File: src/rtl/vga_timing_generator.sv
// VGA timing generator and DAC output stage; define VGA_TEST_PATTERN_EN for the colour-bar source.
// Latency: coordinates/markers 0, DAC outputs PIXEL_LATENCY+1 enabled ticks behind the counters.
// No backpressure: pixel_enable low freezes all state, video_enable low clears it.
module vga_timing_generator #(
    parameter int H_ACTIVE        = 640,
    parameter int H_FRONT_PORCH   = 16,
    parameter int H_SYNC_PULSE    = 96,
    parameter int H_BACK_PORCH    = 48,
    parameter int V_ACTIVE        = 480,
    parameter int V_FRONT_PORCH   = 10,
    parameter int V_SYNC_PULSE    = 2,
    parameter int V_BACK_PORCH    = 33,
    parameter bit H_SYNC_POLARITY = 1'b0,
    parameter bit V_SYNC_POLARITY = 1'b0,
    parameter int COLOR_WIDTH     = 8,
    parameter int COUNTER_WIDTH   = 10,
    parameter int PIXEL_LATENCY   = 1
) (
    input  logic                     clock,
    input  logic                     reset,
    input  logic                     pixel_enable,
    input  logic                     video_enable,
    input  logic [COLOR_WIDTH-1:0]   pixel_red,
    input  logic [COLOR_WIDTH-1:0]   pixel_green,
    input  logic [COLOR_WIDTH-1:0]   pixel_blue,
    input  logic                     test_pattern_select,
    output logic [COUNTER_WIDTH-1:0] pixel_x_pos,
    output logic [COUNTER_WIDTH-1:0] pixel_y_pos,
    output logic                     pixel_request,
    output logic                     line_start,
    output logic                     frame_start,
    output logic [COLOR_WIDTH-1:0]   vga_red,
    output logic [COLOR_WIDTH-1:0]   vga_green,
    output logic [COLOR_WIDTH-1:0]   vga_blue,
    output logic                     vga_clock,
    output logic                     vga_horizontal_sync,
    output logic                     vga_vertical_sync,
    output logic                     vga_blank,
    output logic                     vga_sync
);

    localparam int H_TOTAL = H_ACTIVE + H_FRONT_PORCH + H_SYNC_PULSE + H_BACK_PORCH;
    localparam int V_TOTAL = V_ACTIVE + V_FRONT_PORCH + V_SYNC_PULSE + V_BACK_PORCH;

    localparam logic [COUNTER_WIDTH-1:0] H_LAST       = COUNTER_WIDTH'(H_TOTAL - 1);
    localparam logic [COUNTER_WIDTH-1:0] V_LAST       = COUNTER_WIDTH'(V_TOTAL - 1);
    localparam logic [COUNTER_WIDTH-1:0] H_ACT        = COUNTER_WIDTH'(H_ACTIVE);
    localparam logic [COUNTER_WIDTH-1:0] V_ACT        = COUNTER_WIDTH'(V_ACTIVE);
    localparam logic [COUNTER_WIDTH-1:0] H_SYNC_START = COUNTER_WIDTH'(H_ACTIVE + H_FRONT_PORCH);
    localparam logic [COUNTER_WIDTH-1:0] H_SYNC_END   = COUNTER_WIDTH'(H_ACTIVE + H_FRONT_PORCH + H_SYNC_PULSE);
    localparam logic [COUNTER_WIDTH-1:0] V_SYNC_START = COUNTER_WIDTH'(V_ACTIVE + V_FRONT_PORCH);
    localparam logic [COUNTER_WIDTH-1:0] V_SYNC_END   = COUNTER_WIDTH'(V_ACTIVE + V_FRONT_PORCH + V_SYNC_PULSE);

    logic [COUNTER_WIDTH-1:0] x_counter;
    logic [COUNTER_WIDTH-1:0] y_counter;
    logic                     active;
    logic                     hsync_region;
    logic                     vsync_region;
    logic                     act_d;
    logic                     hs_d;
    logic                     vs_d;
    logic [COLOR_WIDTH-1:0]   src_red;
    logic [COLOR_WIDTH-1:0]   src_green;
    logic [COLOR_WIDTH-1:0]   src_blue;

    always_ff @(posedge clock or posedge reset) begin
        if (reset) begin
            x_counter <= '0;
            y_counter <= '0;
        end else if (!video_enable) begin
            x_counter <= '0;
            y_counter <= '0;
        end else if (pixel_enable) begin
            if (x_counter == H_LAST) begin
                x_counter <= '0;
                y_counter <= (y_counter == V_LAST) ? '0 : y_counter + COUNTER_WIDTH'(1);
            end else begin
                x_counter <= x_counter + COUNTER_WIDTH'(1);
            end
        end
    end

    assign active       = (x_counter < H_ACT) && (y_counter < V_ACT);
    assign hsync_region = (x_counter >= H_SYNC_START) && (x_counter < H_SYNC_END);
    assign vsync_region = (y_counter >= V_SYNC_START) && (y_counter < V_SYNC_END);

    assign pixel_x_pos   = active ? x_counter : '0;
    assign pixel_y_pos   = active ? y_counter : '0;
    assign pixel_request = active;
    assign line_start    = pixel_enable && video_enable && (x_counter == '0);
    assign frame_start   = pixel_enable && video_enable && (x_counter == '0) && (y_counter == '0);
    assign vga_clock     = clock;

`ifdef VGA_TEST_PATTERN_EN
    logic [COUNTER_WIDTH-1:0] x_d;
`endif

    // Region flags (and x for the bar source) follow the framebuffer read latency.
    generate
        if (PIXEL_LATENCY == 0) begin : g_no_delay
            assign act_d = active;
            assign hs_d  = hsync_region;
            assign vs_d  = vsync_region;
`ifdef VGA_TEST_PATTERN_EN
            assign x_d   = x_counter;
`endif
        end else begin : g_delay
            logic [PIXEL_LATENCY-1:0] act_sr;
            logic [PIXEL_LATENCY-1:0] hs_sr;
            logic [PIXEL_LATENCY-1:0] vs_sr;

            always_ff @(posedge clock or posedge reset) begin
                if (reset) begin
                    act_sr <= '0;
                    hs_sr  <= '0;
                    vs_sr  <= '0;
                end else if (!video_enable) begin
                    act_sr <= '0;
                    hs_sr  <= '0;
                    vs_sr  <= '0;
                end else if (pixel_enable) begin
                    act_sr <= PIXEL_LATENCY'({act_sr, active});
                    hs_sr  <= PIXEL_LATENCY'({hs_sr, hsync_region});
                    vs_sr  <= PIXEL_LATENCY'({vs_sr, vsync_region});
                end
            end

            assign act_d = act_sr[PIXEL_LATENCY-1];
            assign hs_d  = hs_sr[PIXEL_LATENCY-1];
            assign vs_d  = vs_sr[PIXEL_LATENCY-1];

`ifdef VGA_TEST_PATTERN_EN
            logic [COUNTER_WIDTH-1:0] x_sr [PIXEL_LATENCY];

            always_ff @(posedge clock or posedge reset) begin
                if (reset) begin
                    for (int i = 0; i < PIXEL_LATENCY; i++) x_sr[i] <= '0;
                end else if (!video_enable) begin
                    for (int i = 0; i < PIXEL_LATENCY; i++) x_sr[i] <= '0;
                end else if (pixel_enable) begin
                    x_sr[0] <= x_counter;
                    for (int i = 1; i < PIXEL_LATENCY; i++) x_sr[i] <= x_sr[i-1];
                end
            end

            assign x_d = x_sr[PIXEL_LATENCY-1];
`endif
        end
    endgenerate

`ifdef VGA_TEST_PATTERN_EN
    localparam int BAR_WIDTH = H_ACTIVE / 8;

    logic [2:0] bar_index;
    logic [2:0] bar_rgb;

    assign bar_index = 3'(x_d / COUNTER_WIDTH'(BAR_WIDTH));

    // {R,G,B}: white, yellow, cyan, green, magenta, red, blue, black.
    always_comb begin
        bar_rgb = 3'b000;
        case (bar_index)
            3'd0:    bar_rgb = 3'b111;
            3'd1:    bar_rgb = 3'b110;
            3'd2:    bar_rgb = 3'b011;
            3'd3:    bar_rgb = 3'b010;
            3'd4:    bar_rgb = 3'b101;
            3'd5:    bar_rgb = 3'b100;
            3'd6:    bar_rgb = 3'b001;
            default: bar_rgb = 3'b000;
        endcase
    end

    assign src_red   = test_pattern_select ? {COLOR_WIDTH{bar_rgb[2]}} : pixel_red;
    assign src_green = test_pattern_select ? {COLOR_WIDTH{bar_rgb[1]}} : pixel_green;
    assign src_blue  = test_pattern_select ? {COLOR_WIDTH{bar_rgb[0]}} : pixel_blue;
`else
    logic unused_test_pattern_select;

    assign unused_test_pattern_select = test_pattern_select;
    assign src_red   = pixel_red;
    assign src_green = pixel_green;
    assign src_blue  = pixel_blue;
`endif

    always_ff @(posedge clock or posedge reset) begin
        if (reset) begin
            vga_red             <= '0;
            vga_green           <= '0;
            vga_blue            <= '0;
            vga_horizontal_sync <= ~H_SYNC_POLARITY;
            vga_vertical_sync   <= ~V_SYNC_POLARITY;
            vga_blank           <= 1'b0;
            vga_sync            <= 1'b0;
        end else if (!video_enable) begin
            vga_red             <= '0;
            vga_green           <= '0;
            vga_blue            <= '0;
            vga_horizontal_sync <= ~H_SYNC_POLARITY;
            vga_vertical_sync   <= ~V_SYNC_POLARITY;
            vga_blank           <= 1'b0;
            vga_sync            <= 1'b0;
        end else if (pixel_enable) begin
            vga_red             <= act_d ? src_red   : '0;
            vga_green           <= act_d ? src_green : '0;
            vga_blue            <= act_d ? src_blue  : '0;
            vga_horizontal_sync <= hs_d ? H_SYNC_POLARITY : ~H_SYNC_POLARITY;
            vga_vertical_sync   <= vs_d ? V_SYNC_POLARITY : ~V_SYNC_POLARITY;
            vga_blank           <= act_d;
            vga_sync            <= hs_d || vs_d;
        end
    end

endmodule

File: config.mk
export PLATFORM = sky130hd
export DESIGN_NAME = vga_timing_generator
export DESIGN_NICKNAME = d
export VERILOG_FILES = /design/src/rtl/vga_timing_generator.sv
export SDC_FILE = /design/constraint.sdc
export NUM_CORES = 1
export LEC_CHECK = 0
export CAP_MARGIN = 20
export CELL_PAD_IN_SITES_DETAIL_PLACEMENT = 1
export CELL_PAD_IN_SITES_GLOBAL_PLACEMENT = 1
export CORE_AREA = 2 2 88 90
export CTS_BUF_LIST = sky130_fd_sc_hd__clkbuf_2 sky130_fd_sc_hd__clkbuf_4 sky130_fd_sc_hd__clkbuf_8
export DETAILED_ROUTE_END_ITERATION = 10
export DIE_AREA = 0 0 90 92
export PLACE_DENSITY_LB_ADDON = 0.1
export SKIP_CTS_REPAIR_TIMING = 1
export SLEW_MARGIN = 25
export SYNTH_ARGS = -nofsm -noshare
export SYNTH_HDL_FRONTEND = slang
export SYNTH_SLANG_ARGS = --single-unit
File: constraint.sdc
create_clock -name clock -period 2.15 [get_ports clock]
set_input_delay 0.43 -clock clock [delete_from_list [all_inputs] [get_ports clock]]
set_output_delay 0.43 -clock clock [all_outputs]
set_load 0.05 [all_outputs]
==> results of run 1 <==
-- cells in the mapped netlist, drive strengths merged, types with 2 or more instances --
cell type	instances	share of area
dfrtp	49	0.48
a22o	24	0.082
nand2	18	0.026
and2	17	0.042
clkbuf	13	0.023
o21ai	11	0.022
nor2	9	0.013
a21oi	8	0.016
buf	8	0.026
nor4	8	0.020
nand4	7	0.017
inv	6	0.0088
nand3	6	0.012
or3	6	0.015
nor3	5	0.012
xnor2	5	0.017
ha	4	0.020
nor2b	4	0.0098
a31oi	3	0.0073
and3	3	0.0078
nand2b	3	0.0073
nand4b	3	0.010
nor4b	3	0.010
a21o	2	0.0059
a41oi	2	0.0068
and4	2	0.0068
dfstp	2	0.021
mux2i	2	0.0078
xor2	2	0.0068
-- worst reg2reg max path: cells and delay by family (launching register included) --
kind / cells / cell delay, ps
xor gates and xnor gates: 1 / 140
DFF: 1 / 390
adders and majority gates: 1 / 220
AOI/OAI and AO/OA: 1 / 530
and+or+nand+nor: 2 / 280
buffers and inverters: 2 / 360
-- cell families (layout without fill, tap and decap cells) --
group | Yosys count | in the layout | synth area share
multiplexers | 3 | 3 | 0.01222
buffers and inverters | 27 | 137 | 0.05867
AND/OR/NAND/NOR | 98 | 98 | 0.2220
flip-flops | 51 | 51 | 0.4998
adder cells (fa/ha/maj) | 4 | 4 | 0.01956
AO/OA/AOI/OAI | 57 | 57 | 0.1624
XOR/XNOR | 7 | 7 | 0.02396
other | 1 | 1 | 0.001466
-- power by group through the flow --
stage                     combinational (mW)  sequential (mW)  clock [mW]
after floorplan                        0.107             1.06       0.100
after global placement                 0.324             1.01       0.107
after detailed placement               0.327             1.01       0.107
after CTS                              0.328            0.992       0.866
after global routing                   0.362            0.994       0.906
final                                  0.340            0.992       0.836
-- registers in the layout (all words and copies together), names as in the netlist, 8 cells and up --
register   flops
vga_blue       8
vga_green      8
vga_red        8
x_counter     10
y_counter     10
-- layout make-up --
type                       count  area (sq um)
timing repair buffer         119          1325
clock inverter                 3         22.52
inverter                       6         22.52
tap                          102         127.6
clock buffer                   9         122.6
fill                         788          3284
sequential                    51          1284
multi-input combinational    170          1259
-- per-stage QoR --
step / instances / instance area, sq um / TNS (ps)
after floorplan: 248 / 2585 / -2487
after global placement: 440 / 3840 / -318.3
after detailed placement: 440 / 3840 / -683.7
after CTS: 451 / 3973 / -4490
after global routing: 460 / 4163 / -4474
final: 460 / 4163 / -2393
-- metal layers --
layer | global-route usage | up-vias | share of wire
met5 | 0 | - | 0
met4 | 0.05256 | 0 | 0.0095
met3 | 0.05341 | 7 | 0.061
met2 | 0.3083 | 68 | 0.50
met1 | 0.2261 | 1181 | 0.43
li1 | - | 1111 | -
-- worst paths after layout --
kind,end,cells after the start,from
min in group clock,vga_blank$_DFFE_PP0P_,1,vga_blank$_DFFE_PP0P_
max reg2reg,y_counter[2]$_DFFE_PP0P_,7,x_counter[1]$_DFFE_PP0P_
max,frame_start,6,x_counter[0]$_DFFE_PP0P_
max in group asynchronous,y_counter[9]$_DFFE_PP0P_,3,reset
min reg2reg,vga_blank$_DFFE_PP0P_,1,vga_blank$_DFFE_PP0P_
min,x_counter[6]$_DFFE_PP0P_,2,reset
==> qor_table.md, run 1 <==
| Metric | Reported | Unit |
|---|---|---|
| Status | complete, but fails checks | - |
| Violations in the final reports | setup timing | - |
| Final cycle utilization of the critical path | 1.133 | - |
| Via/cell ratio | 5.146 | - |
| Chip height | 92 | microns |
| Slowest cell on the critical path | sky130_fd_sc_hd__dfrtp_1 | - |
| Setup WS pre-CTS | -179.4 | ps |
| CTS tree | done | - |
| Required time of the worst setup path | 1720 | ps |
| Placed wire-length estimate after detailed placement | 5390 | microns |
| Total number of vias | 2367 | - |
| Total Wirelength | 7338 | microns |
| Proportion of synthesized flip-flops having asynchronous set or reset | 1.000 | - |
| Worst EP arrival | 2010 | ps |
| Largest net degree at the start of global routing | 27 | - |
| Port Buffers | 78 | - |
| Synthesis-to-finish area growth | 62.69 | % |
| Sequential power share | 0.457 | - |
| Average size of a mapped cell | 10.32 | sq um |
| Critical-path cell list | inv_2, ha_4, nor4b_4, nand4_1, nor4_4, buf_12 | - |
| Measured slew at the worst slew-check pin | 610.2 | ps |
| Hold Fails Final Rpt | 0 | - |
| Die area | 8280 | sq um |
| Worst vdd ir | 0.0006774 | V |
| Switching power as a share of total power | 0.2984 | - |
| Kind of start point of the critical path | flop | - |
| Yosys warns | 0 | - |
| Design internal power | 1.521 | mW |
| Worst relative slew slack | 0.5878 | - |
| CP Capture Type | output pin | - |
| Critical path class | flop to output pin | - |
| Placeable Area | 7447 | sq um |
| Grt total ovfl | 0 | - |
| Part of the Yosys area used for sequential elements | 0.4998 | - |
| Total nets after synthesis | 281 | - |
| Die Width | 90 | microns |
| Count of unresolved DRC violations after routing | 0 | - |
| Cell Rows | 32 | - |
| Highest-count cells in the layout ignoring fill and taps | sky130_fd_sc_hd__clkdlybuf4s50_1 (53), sky130_fd_sc_hd__dfrtp_1 (45), sky130_fd_sc_hd__buf_4 (40) | - |
| Hold WS | 331.2 | ps |
| Router iterations before antenna repair | 4 | - |
| Clock Skew | 6.891 | ps |
| Clock transition time at the flip-flop clock pins of the worst setup and hold paths | 100 | ps |
| EDFF count, synth | 0 | - |
| Synthesized area | 2559 | sq um |
| Final #Nets | 390 | - |
| DRT iter0 DRCs | 75 | - |
| Global placer's final weighted congestion | 0.8393 | - |
| Final core occ | 0.5590 | - |
| Most common cell after layout, fill and taps aside | sky130_fd_sc_hd__clkdlybuf4s50_1 | - |
| Total track usage | 0.1820 | - |
| Share of layout cells above drive strength 1 | 0.3128 | - |
| Per-cell routed wire length | 15.95 | microns |
| Register bit count reported by yosys | 51 | - |
| Synthesized instance count | 248 | - |
| Vias in the first global route | 2418 | - |
| Leakage dissipation | 1.791 | nW |
| Antenna violations before repair | 0 | - |
| Final worst-path setup slack | -285.0 | ps |
| Power per standard cell area | 520.7 | nW/um^2 |
| Largest delay share family, worst path | simple AND/OR/NAND/NOR gates | - |
| Register-to-Register Setup Slack | 150 | ps |
| Critical Path Max Stage Delay | 450 | ps |
| FMAX | 410.7 | MHz |
| Number of distinct standard cells referenced by the synthesized netlist | 49 | - |
| Number of slew-limit violations in the final report | 0 | - |
| Part of the total power dissipated in combinational logic | 0.157 | - |
| Largest fanout of any net on the critical path | 3 | - |
| Max-cap violations | 0 | - |
| First-pass GRT wire length | 12050 | microns |
| Boundary pin count | 81 | - |
| Total power draw | 2.168 | mW |
| Net load switching power | 646.9 | uW |
| Clock period minus worst slack | 2435 | ps |
| Setup repair after global routing missed its margin | yes | - |
| Buf+Inv Stages, Crit Path | 2 | - |
| Flip-flop cell with the highest count after synthesis | sky130_fd_sc_hd__dfrtp_1 | - |
| Starting utilization of the core area | 0.3436 | - |
| Clock latency on the worst-skew pair | 410 | ps |
| Total inserted antenna cells | 0 | - |
| Antenna viol nets, final | 0 | - |
| Setup-violating endpoint count in the final report | 20 | - |
| Relative contribution of the clock network to total power | 0.386 | - |
| Kind of path behind the tightest hold check | input pin to asynchronous set/reset pin | - |
Power figures use the tool's default switching activity.
==> run 2: changes to the inputs <==
Settings changed: ABC_CLOCK_PERIOD_IN_PS set to 2150.
==> results of run 2 <==
The final DEF is identical to that of run 1; final timing and power are the same.
==> run 3: changes to the inputs <==
Settings changed: CORE_AREA 2 2 88 90 to 8 8 94 96, DIE_AREA 0 0 90 92 to 0 0 102 104.
==> run 3 against run 2 <==
  * The flow still finishes with violations (setup timing)
  * Die area up 28%
  * Clock-buffer cell count up 1
  * Critical path depth unchanged
  * Non-clock buffer count down 8
  * Sequential power about the same
  * First-iteration DRC count down 59%
  * Utilization down 0.86 points
  * Clock skew down 2.3 ps
  * Setup slack better by 45 ps
  * Critical endpoint unchanged
  * Largest cell class is now sequential cells
  * Highest routed layer unchanged
==> qor_table.md, run 3 (synthesis results as in run 1) <==
| Metric | Reported | Unit |
|---|---|---|
| Area of all placed cells without fillers | 4099 | sq um |
| Share of layout cells above drive strength 1 | 0.3029 | - |
| Global placer's final weighted congestion | 0.8174 | - |
| Total Wirelength | 8057 | microns |
| Worst relative slew slack | 0.6358 | - |
| Required time of the worst setup path | 1720 | ps |
| Status | complete, but fails checks | - |
| Antenna viol nets, final | 0 | - |
| Filler Cell Count | 823 | - |
| Setup-violating endpoint count in the final report | 22 | - |
| Port Buffers | 78 | - |
| Grt total ovfl | 0 | - |
| Highest-count cells in the layout ignoring fill and taps | sky130_fd_sc_hd__clkdlybuf4s50_1 (53), sky130_fd_sc_hd__dfrtp_1 (47), sky130_fd_sc_hd__buf_4 (33) | - |
| Chip height | 104 | microns |
| CP Capture Type | output pin | - |
| Worst EP arrival | 1960 | ps |
| R2R Path Start | x_counter[1]$_DFFE_PP0P_ | - |
| Worst vdd ir | 0.0008319 | V |
| Register-to-Register Setup Slack | 150 | ps |
| Count of unresolved DRC violations after routing | 0 | - |
| Leakage dissipation | 1.753 | nW |
| First-pass GRT wire length | 13010 | microns |
| Met1 track demand over resource in global routing | 0.1800 | - |
| Number of slew-limit violations in the final report | 0 | - |
| Kind of path behind the tightest hold check | input pin to asynchronous set/reset pin | - |
| Met2 routing resource usage after global routing | 0.2490 | - |
| Placed wire-length estimate after detailed placement | 5903 | microns |
| Kind of start point of the critical path | flop | - |
| Router iterations before antenna repair | 4 | - |
| Measured slew at the worst slew-check pin | 544.6 | ps |
| Clock period minus worst slack | 2390 | ps |
| Max-cap violations | 0 | - |
| Vias in the first global route | 2597 | - |
| Synthesis-to-finish area growth | 60.20 | % |
| Die area | 10610 | sq um |
| Total inserted antenna cells | 0 | - |
| Setup repair after global routing missed its margin | yes | - |
| Starting utilization of the core area | 0.3436 | - |
| Per-cell routed wire length | 17.83 | microns |
| Total track usage | 0.1558 | - |
| Largest registers | x_counter: 10 flops, y_counter: 10 flops | - |
| Antenna violations before repair | 0 | - |
| Final worst-path setup slack | -240.2 | ps |
| Final core occ | 0.5504 | - |
| Placeable Area | 7447 | sq um |
| Clock latency on the worst-skew pair | 410 | ps |
| Final #Nets | 382 | - |
| Largest net degree at the start of global routing | 32 | - |
| Largest delay share family, worst path | simple AND/OR/NAND/NOR gates | - |
| Hold Fails Final Rpt | 0 | - |
| Largest fanout of any net on the critical path | 2 | - |
| Most crowded layer after global routing | met2 | - |
| DRT iter0 DRCs | 31 | - |
| Hold WS | 266.2 | ps |
| Die Width | 102 | microns |
| Via/cell ratio | 5.170 | - |
| Most common cell after layout, fill and taps aside | sky130_fd_sc_hd__clkdlybuf4s50_1 | - |
| Final cycle utilization of the critical path | 1.112 | - |
| Boundary pin count | 81 | - |
| Clock transition time at the flip-flop clock pins of the worst setup and hold paths | 100 | ps |
| FMAX | 418.4 | MHz |
| Total number of vias | 2337 | - |
| Critical path class | flop to output pin | - |
| Critical Path Max Stage Delay | 410 | ps |
| CTS tree | done | - |
| Critical-path cell list | inv_2, ha_4, nor4b_4, nand4_1, nor4_4, buf_12 | - |
| Clock Skew | 4.594 | ps |
| Violations in the final reports | setup timing | - |
| Slowest cell on the critical path | sky130_fd_sc_hd__dfrtp_1 | - |
| Setup WS pre-CTS | -107.1 | ps |
| Cell Rows | 32 | - |
| Global routing met3 resource utilization | 0.06024 | - |
| Buf+Inv Stages, Crit Path | 2 | - |
| Critical path launch point | x_counter[1]$_DFFE_PP0P_ | - |
| Placement-stage cell area | 3810 | sq um |
| Power per standard cell area | 532.2 | nW/um^2 |
[run 3: changes by cell type in the layout (fill, tap and decap cells not counted), moves of 2 or more]
cell,previous run,this run
sky130_fd_sc_hd__buf_4,40,33
sky130_fd_sc_hd__nor4_2,1,4
sky130_fd_sc_hd__buf_6,3,1
sky130_fd_sc_hd__dfrtp_1,45,47
sky130_fd_sc_hd__dfrtp_2,4,2
sky130_fd_sc_hd__nor4_4,4,2
[run 3: through the flow]
step	power, mW	cells	TNS [ps]
after floorplan	1.272	248	-2487
after global placement	1.436	436	-180.1
after detailed placement	1.442	436	-455.4
after CTS	2.205	447	-4106
after global routing	2.279	452	-4649
final	2.182	452	-2397
[run 3: power by group]
group          leakage (nW)  switching (mW)  internal (mW)
registers             0.693          0.0120          0.979
logic                 0.980           0.185          0.155
clock network        0.0799           0.455          0.396
[run 3: final cells by class]
type / count / area [sq um] / share of cell area
Clock inverter: 2 / 16.27 / 0.003968
Timing Repair Buffer: 111 / 1270 / 0.3098
Multi-Input combinational cell: 170 / 1251 / 0.3053
Tap cell: 102 / 127.6 / 0.03114
Sequential cell: 51 / 1281 / 0.3126
Clock buffer: 10 / 130.1 / 0.03175
Inverter: 6 / 22.52 / 0.005495
[run 3: final timing paths]
check                                             endpoint  depth (start not counted)
setup / recovery                               frame_start                          6
hold / removal                    y_counter[8]$_DFFE_PP0P_                          2
setup reg to reg                  y_counter[2]$_DFFE_PP0P_                          8
hold reg to reg                      vga_blank$_DFFE_PP0P_                          1
max in group asynchronous  vga_horizontal_sync$_DFFE_PP1P_                          3
min in group clock                   vga_blank$_DFFE_PP0P_                          1
[run 3: metal layers]
metal / wire length (microns) / up-vias / share of wire
met5: 0 / - / 0
met4: 111 / 0 / 0.014
met3: 574 / 8 / 0.071
met2: 3895 / 68 / 0.48
met1: 3476 / 1167 / 0.43
li1: - / 1094 / -
